`src/rtl/rdret.sv`:
```
// rdret: read-return router behind the bank-conflict read arbiter.
// Issues the chosen read to the banked scratchpad, carries its source code
// through the fixed memory latency, and steers returned data to i/d/c.
// Handshake: a request is taken whenever en=1 with a legal muxcode; there is
// no ready/backpressure, and each x_rvalid is a single-cycle pulse qualifying
// x_rdata in that same cycle.
module rdret #(
  parameter int BANKBITS = 5,
  parameter int WORDBITS = 9,
  parameter int DATABITS = 64,
  parameter int RDLAT    = 2
) (
  input  logic                         clk,
  input  logic                         rst,
  input  logic                         en,
  input  logic [BANKBITS+WORDBITS-1:0] addr,
  input  logic [1:0]                   muxcode,
  output logic                         mem_en,
  output logic [BANKBITS+WORDBITS-1:0] mem_addr,
  input  logic [DATABITS-1:0]          mem_rdata,
  output logic                         i_rvalid,
  output logic                         d_rvalid,
  output logic                         c_rvalid,
  output logic [DATABITS-1:0]          i_rdata,
  output logic [DATABITS-1:0]          d_rdata,
  output logic [DATABITS-1:0]          c_rdata,
  output logic                         busy,
  output logic                         err
);

  localparam int CW = $clog2(RDLAT + 3);

  // muxcode 3 is never forwarded to memory and never tagged
  logic accept;
  assign accept = en && (muxcode != 2'd3);

  // Tag pipeline: stage k holds the request issued k+1 cycles ago, so stage
  // RDLAT lines up with the cycle its mem_rdata is on the bus.
  logic [RDLAT:0]      tag_v;
  logic [RDLAT:0][1:0] tag_c;
  logic                ret_v;
  logic [1:0]          ret_c;
  assign ret_v = tag_v[RDLAT];
  assign ret_c = tag_c[RDLAT];

  // Reads in flight: issued but whose return pulse has not yet been shown
  logic [CW-1:0] count;
  logic          any_ret;
  assign any_ret = i_rvalid || d_rvalid || c_rvalid;
  assign busy    = (count != '0);

  // Issue stage: register the strobe; the address only moves on a real issue
  always_ff @(posedge clk or posedge rst) begin
    if (rst) begin
      mem_en   <= 1'b0;
      mem_addr <= '0;
    end else begin
      mem_en <= accept;
      if (accept) mem_addr <= addr;
    end
  end

  // Sticky flag for any illegal muxcode seen since reset
  always_ff @(posedge clk or posedge rst) begin
    if (rst) err <= 1'b0;
    else if (en && (muxcode == 2'd3)) err <= 1'b1;
  end

  // Tag shift register advances every cycle regardless of traffic
  always_ff @(posedge clk or posedge rst) begin
    if (rst) begin
      tag_v <= '0;
      tag_c <= '0;
    end else begin
      tag_v <= {tag_v[RDLAT-1:0], accept};
      tag_c <= {tag_c[RDLAT-1:0], muxcode};
    end
  end

  // Return stage: pulse the owning requester and latch its data; others hold
  always_ff @(posedge clk or posedge rst) begin
    if (rst) begin
      i_rvalid <= 1'b0;
      d_rvalid <= 1'b0;
      c_rvalid <= 1'b0;
      i_rdata  <= '0;
      d_rdata  <= '0;
      c_rdata  <= '0;
    end else begin
      i_rvalid <= ret_v && (ret_c == 2'd0);
      d_rvalid <= ret_v && (ret_c == 2'd1);
      c_rvalid <= ret_v && (ret_c == 2'd2);
      if (ret_v && (ret_c == 2'd0)) i_rdata <= mem_rdata;
      if (ret_v && (ret_c == 2'd1)) d_rdata <= mem_rdata;
      if (ret_v && (ret_c == 2'd2)) c_rdata <= mem_rdata;
    end
  end

  // Outstanding counter: up on issue, down while a return pulse is showing
  always_ff @(posedge clk or posedge rst) begin
    if (rst) begin
      count <= '0;
    end else if (accept && !any_ret) begin
      count <= count + CW'(1);
    end else if (!accept && any_ret) begin
      count <= count - CW'(1);
    end
  end

endmodule

```
`config.mk`:
```
export PLATFORM = sky130hd
export DESIGN_NAME = rdret
export DESIGN_NICKNAME = d
export VERILOG_FILES = /design/src/rtl/rdret.sv
export SDC_FILE = /design/constraint.sdc
export NUM_CORES = 1
export LEC_CHECK = 0
export CORE_ASPECT_RATIO = 0.7
export CORE_MARGIN = 2
export CORE_UTILIZATION = 49
export DETAILED_ROUTE_END_ITERATION = 16
export GPL_TIMING_DRIVEN = 0
export PLACE_DENSITY = 0.86
export SYNTH_ARGS = -nofsm -noshare
export SYNTH_HDL_FRONTEND = slang
export SYNTH_SLANG_ARGS = --single-unit
```
`constraint.sdc`:
```
create_clock -name clk -period 22.5 [get_ports clk]
set_input_delay 3.375 -clock clk [delete_from_list [all_inputs] [get_ports clk]]
set_output_delay 3.375 -clock clk [all_outputs]
set_load 0.005 [all_outputs]
```
## Word level (Yosys, flattened, before mapping)

Cells that the tools add are included.

| word-level totals | value |
|---|---|
| flip-flop bits (word level) | 223 |
| bits of input ports | 83 |
| output and inout port bits | 212 |
| word-level logic and storage cells | 36 |

| operators by class | value |
|---|---|
| add/sub/neg operators | 2 |
| equal/unequal tests | 4 |
| muxes and demuxes | 2 |
| reductions and logical operators | 14 |

Operators with widths:

| cell | number |
|---|---|
| $logic_and 1x1->1 | 7 |
| $mux 3 | 2 |
| $eq 2x2->1 const B | 2 |
| $add 3x1->3 const B | 1 |
| $reduce_bool 3->1 | 1 |
| $sub 3x1->3 const B | 1 |
| $eq 2x1->1 const B | 1 |
| $logic_not 1->1 | 2 |
| $logic_not 2->1 | 1 |
| $logic_or 1x1->1 | 2 |
| $ne 2x2->1 const B | 1 |
| $reduce_bool 2->1 | 1 |

## Depth between registers and ports, before layout

Gate-level depths: netlist (run 1).

| logic depth | value |
|---|---|
| depth in word-level cells | 6 |
| gate-level depth with buffers | 8 |
| gate-level depth less buffers | 7 |

## Worst setup path after synthesis (run 1)

Ideal clock, no wire load.

| timing | value |
|---|---|
| path kind | input to register |
| start | input port en |
| end | register count[2] |
| library setup time | 0.079 ns |
| arrival time | 4.827 ns |
| path slack | 17.594 ns |
| cell stages on the path | 8 |
| cells stage by stage | a21boi_2 buf_4 ha_1 inv_1 fa_1 xor2_1 nor2_1 xor2_1 |

| on the way | value |
|---|---|
| cells in the longest elaborated chain, start to end | 4 |
| elaborated cells between the ends (all ways) | 6 |
| those cells by class | mux (1); reduce/logical (5) |

Ends and longest elaborated chain:

| what | line | RTL |
|---|---|---|
| start, declared | 15 | `input logic en,` |
| $logic_and 1x1->1 (*) | 35 | `assign accept = en && (muxcode != 2'd3);` |
| net accept | 34 | `logic accept;` |
| $logic_not 1->1 | 105 | `end else if (!accept && any_ret) begin` |
| $logic_and 1x1->1 | 105 |  |
| $reduce_bool 2->1 (no line) | n/a |  |
| end signal, assigned | 104 | `count <= count + CW'(1);` |
| end signal, assigned | 106 | `count <= count - CW'(1);` |
| end, declared | 47 | `logic [CW-1:0] count;` |

Mark *: on every way through the listed nets, which the timed path passes. The rest lies on a longest branch.
A chain may end at the register's enable or synchronous reset.

## Worst setup path in the final report (run 1)

Ends and elaborated chain as after synthesis.

==> flow_summary.ini, run 1 <==
[setup_path]
critical_path_class = in2reg
critical_path_arrival_ns = 5.62
r2r_slack_ns = 20.73
crit_fanout = 11
worstSetupEndpointType = flip-flop
slowest_delay_ns = 0.47
required_ns = 22.91
start_kind = primary input
crit_chain = clkdlybuf4s50_1 -> a21boi_2 -> buf_4 -> ha_1 -> inv_1 -> fa_1 -> xor2_1 -> nor2_1 -> xor2_1
cp_common_cell = xor2_1
crit_family = buffers and inverters
slowest_stage = clkdlybuf4s50_1
path_buf_inv = 3

[cts]
cts_max_path_buffers = 3
hold_buffers = 0
numCtsBuffers = 22
post_cts_buffers = 0
clk_pin_slew_ns = 0.06
htreeDepth = 1
root_buffer = clkbuf_16
worstSkewPairLatency_ns = 0.50
ctsResizeCount = 0
tritoncts = built
cts.sink_count = 222

[floorplanning]
start_util_pct = 50.1
ioPinCount = 295
dieArea_um2 = 18700
die_width_um = 162
core_um2 = 17200
die_h_um = 115
std_cell_rows = 40

[timing]
hold_viol = 0
tns_ns = 0
rsz0062_at_grt = no
timing.final.crit_share_pct = 23.2
post-route-min-period_ns = 5.21
setup_viol = 0
drv_slew = 0
finalWorstSetupSlack_ns = 17.29
tightest_slew_ns = 0.740
fmax_mhz = 192
slew_headroom_pct = 50.6
finalClockSkew_ns = 0.0132

[pwr]
powerDensity_nw_per_um2 = 98.8
power_w = 0.00125
ir_worst_vdd_mv = 0.0587
leakage_nw = 5.70

[grt]
grt_pass1_vias = 5685
antenna_found_initial = 0
grt_max_degree = 117
grt_overflow_total = 0
grt_usage_pct = 23.6
grt_pass1_wl_um = 34000

[cells_and_area]
n_antenna_cell = 0
final_nets = 872
drive_gt1_share_pct = 27.3
area_delta_synth_final_pct = 47.1

[placed_design]
io_buffers = 294
gp_congestion = 0.828
place_ws_ns = 16.76
place_hpwl_um = 15400

[yosys]
synthCells = 468
ys_ff_latch = 222
yosysWarnings = 0
synthTopCellsByArea = dfrtp_1 65%, mux2_4 17%, mux2_2 7.9%, mux2_1 6.4%, buf_6 2.0%
seq_area_frac_synth_pct = 64.6
postSynthAreaPerCell_um2 = 18.4
synth_top_area_share_pct = 64.6
synth_cell_types = 19
synth_area_um2 = 8600
syn_nets = 553
synth_top_cell_by_area = dfrtp_1

[detailed_routing]
drt-met1-wl_um = 9270
dr.pass1.iters = 4
dr_wl_met3_um = 1760
drtAntennaViolNets = 0
maxUsedRoutingLayer = met4
drt-wirelength-per-cell_um = 21.1
drc = 0
drt_wl_total_um = 21900
avgViaCountPerCell = 4.99
route.met2.wl_um = 10400
vias = 5158
drtIter0Drc = 250

[flow_run]
drv_cap = 0

[min_path]
hp-class = reg2reg

[outcome]
outcome = completed
per-layer routing:
metal	vias up	global-route usage, %
met5	-	0
li1	2284	-
met2	208	39.0
met4	0	5.19
met3	39	7.18
met1	2627	31.2
area by class of cell:
cell class / instances / area, um^2
Multi-Input combinational cell: 220 / 2820
Fill cell: 1057 / 4510
Clock inverter: 8 / 145
Inverter: 4 / 22.5
Clock buffer: 32 / 639
Tap cell: 231 / 289
Sequential cell: 222 / 5560
Timing Repair Buffer: 295 / 2970
Buffer: 22 / 214
power by group:
group / switching (W) / leakage (nW) / internal, W
Combinational: 0.0000962 / 2.71 / 0.000226
Sequential: 0.0000505 / 2.61 / 0.000482
Clock: 0.000152 / 0.377 / 0.000244
per-stage QoR:
step	instance area, um^2	utilization [%]	cells	hold WS, ns
floorplan	8600	-	468	0.331
global placement	11800	69.0	993	0.335
detailed placement	11900	69.2	994	0.335
CTS	12700	73.7	1034	0.349
global route	12700	73.7	1034	0.363
finish	12700	73.7	1034	0.348
layout by cell type (no fill, tap or decap), drive strengths merged:
cell	count
a21boi	1
a31o	1
buf	23
bufinv	4
clkbuf	32
clkdlybuf4s50	294
clkinv	2
clkinvlp	2
dfrtp	222
fa	1
ha	1
inv	4
mux2	207
nand3b	2
nor2	1
nor3	1
nor3b	1
or3	1
xnor2	1
xor2	2
final timing paths:
| path | startpoint | endpoint | depth (start not counted) |
|---|---|---|---|
| max in group asynchronous | rst | count[2]$_DFFE_PP0P_ | 3 |
| setup reg to reg | d_rvalid$_DFF_PP0_ | count[2]$_DFFE_PP0P_ | 7 |
| hold reg to reg | tag_c[1]$_DFF_PP0_ | tag_c[3]$_DFF_PP0_ | 0 |
| setup / recovery | en | count[2]$_DFFE_PP0P_ | 9 |
| min in group asynchronous | rst | d_rdata[41]$_DFFE_PP0P_ | 2 |
| hold / removal | tag_c[1]$_DFF_PP0_ | tag_c[3]$_DFF_PP0_ | 0 |
synth_stat cells:
cell type	n
or3_1	1
nor3_1	1
buf_2	3
fa_1	1
nand3b_1	2
a31o_2	1
ha_1	1
buf_6	15
mux2_4	98
xor2_1	2
dfrtp_1	222
a21boi_2	1
inv_1	4
nor3b_2	1
nor2_1	1
mux2_1	49
xnor2_1	1
mux2_2	60
buf_4	4
kinds of logic (layout without fill, tap and decap cells):
logic type,count (synthesis),in the layout,share of synthesized area [%]
buffers and inverters,26,361,2.66
xor gates and xnor gates,3,3,0.305
adders and majority gates,2,2,0.378
AOI/OAI and AO/OA,2,2,0.233
DFF,222,222,64.6
muxes,207,207,31.4
and+or+nand+nor,6,6,0.494
registers in the layout, indices dropped and copies added, names as in the netlist:
register,flops
c_rdata,64
d_rdata,64
i_rdata,64
mem_addr,14
tag_c,4
count,3
tag_v,3
ret_c,2
c_rvalid,1
d_rvalid,1
err,1
i_rvalid,1
worst reg2reg max path, cell delays in order (launching register included):
cell,delay [ns]
dfrtp_1,0.38
nor3_1,0.19
ha_1,0.21
inv_1,0.06
fa_1,0.38
xor2_1,0.16
nor2_1,0.14
xor2_1,0.16
Power figures use the tool's default switching activity.
==> inputs of run 2 (changes only) <==
Settings changed: CORE_UTILIZATION 49 to 45, PLACE_DENSITY 0.86 to 0.79.
Clock period 22.5 ns to 5 ns, I/O delays scaled along.
==> flow_summary.ini, run 2 (synthesized netlist as in run 1, its figures left out) <==
[floorplanning]
core_um2 = 18800
die_width_um = 169
dieArea_um2 = 20300
ioPinCount = 295
std_cell_rows = 42
start_util_pct = 45.7
die_h_um = 120

[grt]
grt_max_degree = 46
antenna_found_initial = 0
grt_pass1_vias = 5842
grt_usage_pct = 21.4
grt_overflow_total = 0
grt_pass1_wl_um = 34100

[setup_path]
critical_path_class = in2reg
crit_fanout = 11
start_kind = primary input
cp_common_cell = xor2_1
startpoint = en
path_buf_inv = 3
worstSetupEndpointType = flip-flop
crit_chain = clkdlybuf4s50_1 -> a21boi_2 -> buf_4 -> ha_1 -> inv_1 -> fa_1 -> xor2_1 -> nor2_1 -> xor2_1
crit_family = buffers and inverters
slowest_stage = clkdlybuf4s50_1
slowest_delay_ns = 0.47
required_ns = 5.40
critical_path_arrival_ns = 2.95
r2r-start = d_rvalid$_DFF_PP0_

[timing]
drv_slew = 0
timing.final.crit_share_pct = 50.9
rsz0062_at_grt = no
post-route-min-period_ns = 2.55
finalWorstSetupSlack_ns = 2.45
holdWs_ns = 0.349
hold_viol = 0
setup_viol = 0
finalClockSkew_ns = 0.0190
tightest_slew_ns = 0.629
slew_headroom_pct = 57.9
fmax_mhz = 393

[detailed_routing]
drtAntennaViolNets = 0
drc = 0
vias = 5179
drtIter0Drc = 208
dr.pass1.iters = 4
avgViaCountPerCell = 4.93
drt_wl_total_um = 21600
drt-wirelength-per-cell_um = 20.6

[cells_and_area]
area_delta_synth_final_pct = 47.8
seqCellArea_um2 = 5560
layout_common_cells = 294 x clkdlybuf4s50_1, 222 x dfrtp_1, 98 x mux2_4
final_nets = 877
drive_gt1_share_pct = 28.1
largestRegisters = c_rdata (64), d_rdata (64), i_rdata (64)
fin_util_pct = 67.6
n_antenna_cell = 0
fillers = 1272
multi_input_area_um2 = 2820
finish.instance_area_um2 = 12700
final_common_cell = clkdlybuf4s50_1

[cts]
tritoncts = built
ctsResizeCount = 0
post_cts_buffers = 0
cts.sink_count = 222
hold_buffers = 0
clk_pin_slew_ns = 0.06
worstSkewPairLatency_ns = 0.50
htreeDepth = 1
root_buffer = clkbuf_16
cts_max_path_buffers = 3
numCtsBuffers = 23

[flow_run]
drv_cap = 0

[pwr]
ir_worst_vdd_mv = 0.287
power_w = 0.00556
leakage_nw = 5.73
powerDensity_nw_per_um2 = 437

[min_path]
hp-class = reg2reg
min-delay-start = tag_v[1]$_DFF_PP0_

[placed_design]
gp_congestion = 0.807
io_buffers = 294
place_area_um2 = 12000
place_hpwl_um = 15600
place_ws_ns = 1.94

[outcome]
outcome = completed
-- run 2: changes by cell type in the layout (fill, tap and decap cells not counted) --
cell,delta
buf_12,+5
clkinvlp_4,-1
inv_8,-1
bufinv_16,-2
clkinv_4,+1
buf_16,-1
clkinv_2,+5
clkbuf_1,-3
clkbuf_8,+2
-- run 2: worst paths after layout --
kind                                           end  slack [ns]  depth (start not counted)
max                           count[2]$_DFFE_PP0P_        2.45                          9
min                             tag_v[2]$_DFF_PP0_        0.35                          0
max reg2reg                   count[2]$_DFFE_PP0P_        3.21                          7
min reg2reg                     tag_v[2]$_DFF_PP0_        0.35                          0
max in group asynchronous  d_rdata[36]$_DFFE_PP0P_        3.38                          4
min in group asynchronous  d_rdata[15]$_DFFE_PP0P_        0.68                          2
-- run 2: per-stage QoR --
step,TNS [ns],instances
floorplan,0,468
global placement,-9.04,1004
detailed placement,0,1009
CTS,0,1050
global route,0,1050
finish,0,1050
-- run 2: power by group --
| part | total (W) | switching (W) | internal [W] |
|---|---|---|---|
| Combinational | 0.00146 | 0.000431 | 0.00102 |
| Sequential | 0.00239 | 0.000220 | 0.00217 |
| Clock | 0.00171 | 0.000692 | 0.00102 |
-- run 2: worst reg2reg max path, delay by kind of cell, from the launching register on --
| kind | cells | cell delay, ns |
|---|---|---|
| flip-flops | 1 | 0.38 |
| adder cells (fa/ha/maj) | 2 | 0.59 |
| XOR/XNOR | 2 | 0.34 |
| buffers and inverters | 1 | 0.06 |
| AND/OR/NAND/NOR | 2 | 0.34 |
-- run 2: layout make-up --
cell class,instances,share of cell area (%)
Buffer,22,1.68
Clock buffer,31,5.16
Clock inverter,10,0.817
Inverter,4,0.148
Multi-Input combinational cell,220,22.2
Sequential cell,222,43.7
Tap cell,242,2.38
Timing Repair Buffer,299,23.9
-- run 2: per-layer routing --
| layer | vias to the layer above | routed length (um) | share of wire [%] | global-route usage [%] |
|---|---|---|---|---|
| met4 | 0 | 527 | 2.4 | 5.66 |
| li1 | 2289 | - | - | - |
| met5 | - | 0 | 0 | 0 |
| met1 | 2647 | 9420 | 44 | 28.6 |
| met2 | 206 | 9850 | 46 | 33.8 |
| met3 | 37 | 1790 | 8.3 | 7.12 |
==> patch 1, RTL diff (settings of run 2) <==
Reset style: synchronous (`rst`), changed in 5 clocked blocks.
--- a/src/rtl/rdret.sv
+++ b/src/rtl/rdret.sv
@@ -50,7 +50,7 @@
   assign busy    = (count != '0);
 
   // Issue stage: register the strobe; the address only moves on a real issue
-  always_ff @(posedge clk or posedge rst) begin
+  always_ff @(posedge clk) begin
     if (rst) begin
       mem_en   <= 1'b0;
       mem_addr <= '0;
@@ -61,13 +61,13 @@
   end
 
   // Sticky flag for any illegal muxcode seen since reset
-  always_ff @(posedge clk or posedge rst) begin
+  always_ff @(posedge clk) begin
     if (rst) err <= 1'b0;
     else if (en && (muxcode == 2'd3)) err <= 1'b1;
   end
 
   // Tag shift register advances every cycle regardless of traffic
-  always_ff @(posedge clk or posedge rst) begin
+  always_ff @(posedge clk) begin
     if (rst) begin
       tag_v <= '0;
       tag_c <= '0;
@@ -78,7 +78,7 @@
   end
 
   // Return stage: pulse the owning requester and latch its data; others hold
-  always_ff @(posedge clk or posedge rst) begin
+  always_ff @(posedge clk) begin
     if (rst) begin
       i_rvalid <= 1'b0;
       d_rvalid <= 1'b0;
@@ -97,7 +97,7 @@
   end
 
   // Outstanding counter: up on issue, down while a return pulse is showing
-  always_ff @(posedge clk or posedge rst) begin
+  always_ff @(posedge clk) begin
     if (rst) begin
       count <= '0;
     end else if (accept && !any_ret) begin
Check against the original RTL: differs if rst is asserted again (counterexample within 4 cycles, from zero or initial values and one cycle with rst high); with rst held inactive, the same outputs for 10 cycles.
==> patch 1 against run 2 <==
Wire length is 19% higher. Critical path depth is 1 higher. Area after synthesis is 11% lower. Sequential share of layout area is 5.1 points lower. Via count is 46% higher. Sequential cell count stayed put. Setup slack worse by 0.31 ns. Design area is 9.4% lower. Final cell count is 42% higher. Fmax is 11% lower. Hold slack better by 0.087 ns. Critical endpoint is now count[2].
Power is not compared: it rests on default switching activity, and its combinational part moved more than twofold at a synthesized area within 25%.
==> patch 1: results (changes against run 2) <==
metric,value,unit,change
initial antenna violation count,0,,unchanged
post-synthesis mux area share,0.00131,,-0.312
Syn Nets,1029,,+86%
layout cells sized above 1,0.0566,,-0.224
routed wl met3,2230,µm,+25%
peak supply drop,0.000215,V,
Setup Skew,0.0133,ns,-0.00577 ns
Hold Path Class,register to register,,
Via-to-Cell Ratio,5.05,,+2.3%
WL per Instance,17.1,µm,-17%
antenna cells,0,,unchanged
Synth area leaders,"dfxtp_1 (58%), nand2_1 (20%), a21oi_1 (14%), buf_2 (2.0%), clkbuf_1 (1.2%)",,
top flop regs,"c_rdata x64, d_rdata x64, i_rdata x64",,
post-synthesis xor/xnor area fraction,0.00229,,-0.000763
Lkg Pwr,3.93,nW,
Post-Place Setup Slack,1.68,ns,-0.258 ns
"Net count, final",1345,,+53%
setup bufs post-CTS,0,,unchanged
"FFs w/ async S/R, synth",0,,-1.00
routed length on met2,11600,µm,+17%
vias in the first global route,7204,,+23%
post-DP HPWL,18700,µm,+20%
DR top layer,met4,,
gr usage total,0.273,,+0.0592
Cell variety after synth,26,,+7
placed cell area,0.0109,mm²,-9.1%
slew of the pin with the lowest slew margin,0.675,ns,+0.0456 ns
IO buf count,293,,-0.34%
register clock-pin slew on the reported worst setup and hold paths,0.06,ns,about the same
Ys Warns,0,,unchanged
Worst-Skew Late Latency,0.49,ns,
commonest cells in the netlist,"nand2_1 (412), dfxtp_1 (222), a21oi_1 (207)",,
Syn Area/Cell,8.10,µm²,-56%
worst-path fanout max,10,,-1
Initial DRC Count,403,,+94%
pin count of the biggest net entering global routing,16,,-65%
post-synthesis adder-cell area fraction,0.00425,,+0.000473
Met1 Routed Length,11300,µm,+20%
CTS Buf Count,21,,-8.7%
GPL Wtd Cong,0.851,,+5.4%
CP Data Arrival Time,3.27,ns,+0.32 ns
first-pass GRT wire length,39400,µm,+15%
"Seq/Total Area, Yosys",0.581,,-0.0646
Clock H-tree levels,1,,unchanged
predominant post-synthesis flop cell,dfxtp_1,,
compound-gate portion of the synthesized area,0.138,,+0.136
CTS root buf,clkbuf_16,,
DRT Pass-1 Iters,5,,+1
Worst path top cell family by delay,buffers and inverters,,
largest stage delay on the critical path,0.49,ns,+0.02 ns
CTS Buffer Depth,3,,unchanged
dpl cells,1462,,+45%
CTS resizes,0,,unchanged
Switch Pwr,0.000788,W,
status,"finished, final reports clean",,
via count,7551,,+46%
## patch 1: cell types whose count changed after synthesis, sizes merged, moves of 3 or more
cell	run 2	this run
dfxtp	0	222
dfrtp	222	0
nor2b	0	8
nor2	1	4
nand2	0	412
a21oi	0	207
mux2	207	0
buf	22	45
clkbuf	0	24
## patch 1: path summary, 6_finish.rpt
path            start        to  slack, ns  cells after the start
max                en  count[2]       2.14                     10
min          tag_c[3]  ret_c[1]       0.44                      1
max reg2reg  d_rvalid  count[2]       3.18                      7
min reg2reg  tag_c[3]  ret_c[1]       0.44                      1
## patch 1: kinds of logic (layout without fill, tap and decap cells)
group | after synthesis | in the layout
buffers and inverters | 71 | 398
multiplexers | 1 | 1
XOR/XNOR | 2 | 2
adder cells (fa/ha/maj) | 2 | 2
AND/OR/NAND/NOR | 436 | 436
AO/OA/AOI/OAI | 210 | 210
flip-flops | 222 | 222
## patch 1: final cells by class
cell class | count | area, µm²
fill | 1380 | 4980
sequential | 222 | 4440
timing repair buffer | 293 | 2930
multi-input combinational | 651 | 2820
clock buffer | 29 | 576
buffer | 69 | 373
tap | 225 | 282
clock inverter | 5 | 78.8
inverter | 2 | 7.51
## patch 1: power by group through the flow
stage | Sequential [W] | Clock [W] | Combinational [W]
after detailed placement | 0.00185 | 0 | 0.000230
after floorplan | 0.00185 | 0 | 0.0000731
after global placement | 0.00184 | 0 | 0.000228
final | 0.00181 | 0.00157 | 0.000233
after global routing | 0.00181 | 0.00166 | 0.000250
after CTS | 0.00181 | 0.00158 | 0.000232
## patch 1: routing by layer
metal / GRT usage / vias to the layer above
met5: 0 / -
met1: 0.358 / 3570
li1: - / 3666
met2: 0.451 / 278
met3: 0.0806 / 37
met4: 0.0601 / 0
==> patch 2, RTL diff (config.mk and constraints of run 2) <==
Without the edit above. Set the parameter `RDLAT` to 1 (it was 2).
--- a/src/rtl/rdret.sv
+++ b/src/rtl/rdret.sv
@@ -8,7 +8,7 @@
   parameter int BANKBITS = 5,
   parameter int WORDBITS = 9,
   parameter int DATABITS = 64,
-  parameter int RDLAT    = 2
+  parameter int RDLAT    = 1
 ) (
   input  logic                         clk,
   input  logic                         rst,
Function: changed (Yosys sat finds a counterexample within 4 cycles, from zero or initial values and one cycle with rst high).
==> patch 2 against run 2 <==
Design area is 2.2% lower. Setup slack better by 0.17 ns. Sequential cell count decreased by 4. Final cell count is 2.0% lower. Total power down 5.3%. Die area shrank 1.5%. Sequential power decreased by 2%. Critical path depth down 7. Register-to-register slack improved by 0.27 ns. Clock power fell by 13%. Area after synthesis down 1.6%. Fmax grew 7.1%. Wire length shrank 1.3%. Critical path type is now register to output pin. Largest power group unchanged. Highest routed layer unchanged.
==> patch 2: results (changes against run 2) <==
metric,value,unit,change
CTS root buf,clkbuf_16,,
critical path's slowest cell,clkdlybuf4s50_1,,
worst-path fanout max,3,,-8
post-layout util,0.683,,+0.00722
via count,5205,,+0.50%
initial antenna violation count,0,,unchanged
Max-slew headroom,0.572,,-0.00744
Fillers,1186,,-6.8%
Hold Path Class,register to register,,
R2R Setup Slk,3.48,ns,+0.27 ns
gr usage total,0.218,,+0.00350
GPL Wtd Cong,0.807,,about the same
Switch Pwr,0.00127,W,-5.2%
"Net count, final",867,,-1.1%
commonest cells in the netlist,"dfrtp_1 (218), mux2_4 (98), mux2_2 (59)",,
placed cell area,0.0118,mm²,-1.2%
top flop regs,"c_rdata x64, d_rdata x64, i_rdata x64",,
Post-Place Setup Slack,2.50,ns,+0.556 ns
Reg-to-Reg Start,ret_c[0],,
Clock H-tree levels,1,,unchanged
largest stage delay on the critical path,0.46,ns,
"Seq/Total Area, Yosys",0.644,,-0.00152
hold path cells,0,,unchanged
CTS resizes,0,,unchanged
Final Routed Wirelength,21300,µm,-1.3%
peak supply drop,0.000214,V,-25%
Synth area leaders,"dfrtp_1 (64%), mux2_4 (17%), mux2_2 (7.8%), mux2_1 (6.5%), buf_6 (2.0%)",,
Initial DRC Count,186,,-11%
Setup Skew,0.00874,ns,-0.0103 ns
status,"finished, final reports clean",,
Syn Nets,545,,-1.4%
most common cell in the netlist,dfrtp_1,,
CP Data Arrival Time,1.63,ns,-1.32 ns
register clock-pin slew on the reported worst setup and hold paths,0.06,ns,about the same
CTS Buffer Depth,3,,unchanged
Lkg Pwr,5.60,nW,-2.3%
WHS Endpoint,ret_c[0],,
Cell variety after synth,18,,-1
worst r2r dst,i_rdata[13],,
vias in the first global route,5839,,-0.051%
FF-to-FF path depth,4,,-3
first-pass GRT wire length,34200,µm,+0.18%
"FFs w/ async S/R, synth",1.00,,unchanged
CTS Buf Count,21,,-8.7%
post-DP HPWL,15600,µm,-0.12%
layout cells sized above 1,0.275,,-0.00604
hold wc startpoint,tag_c[0],,
Worst-Skew Late Latency,0.49,ns,
Pwr per Cell Area,423,mW/mm²,-3.2%
[patch 2: cell count changes after synthesis]
cell,before,now
or2_2,0,1
mux2_2,60,59
fa_1,1,0
inv_1,4,3
dfrtp_1,222,218
or3_1,1,0
[patch 2: worst max path at each step]
stage	startpoint	endpoint	slack (ns)	cells after the start
finish	count[0]	busy	2.62	2
global route	count[0]	busy	2.55	2
CTS	count[1]	busy	2.58	2
detailed placement	en	count[1]	2.50	6
global placement	rst	i_rdata[3]	0.05	2
floorplan	rst	c_rdata[0]	1.41	1
[patch 2: area by class of cell]
| type | instances | share of cell area |
|---|---|---|
| buffer | 22 | 0.0172 |
| clock buffer | 30 | 0.0490 |
| clock inverter | 3 | 0.00141 |
| inverter | 3 | 0.00121 |
| multi-input combinational | 218 | 0.224 |
| sequential | 218 | 0.439 |
| tap | 236 | 0.0237 |
| timing repair buffer | 299 | 0.245 |
[patch 2: kinds of logic after synthesis]
group           after synthesis  share of synthesized area
simple gates                  6                    0.00502
fa+ha+maj                     1                    0.00148
compound gates                2                    0.00236
flops                       218                      0.644
buf+inv                      25                     0.0266
mux                         206                      0.317
xor+xnor                      3                    0.00310
[patch 2: power groups by stage]
stage	Combinational [W]	Clock (W)	Sequential, W
after CTS	0.00146	0.00152	0.00235
after global placement	0.00141	0	0.00234
after detailed placement	0.00145	0	0.00237
after floorplan	0.000477	0	0.00237
after global routing	0.00153	0.00159	0.00239
final	0.00144	0.00148	0.00235
[patch 2: routing by layer]
metal | part of all wire | GRT usage | vias up
met2 | 0.46 | 0.351 | 217
li1 | - | - | 2270
met1 | 0.44 | 0.292 | 2682
met3 | 0.078 | 0.0623 | 36
met5 | 0 | 0 | -
met4 | 0.022 | 0.0543 | 0
[patch 2: stage by stage]
step	hold WS, ns	std cells
2_1_floorplan	0.331	461
3_3_place_gp	0.336	991
3_5_place_dp	0.340	996
4_1_cts	0.353	1029
5_1_grt	0.354	1029
6_report	0.352	1029
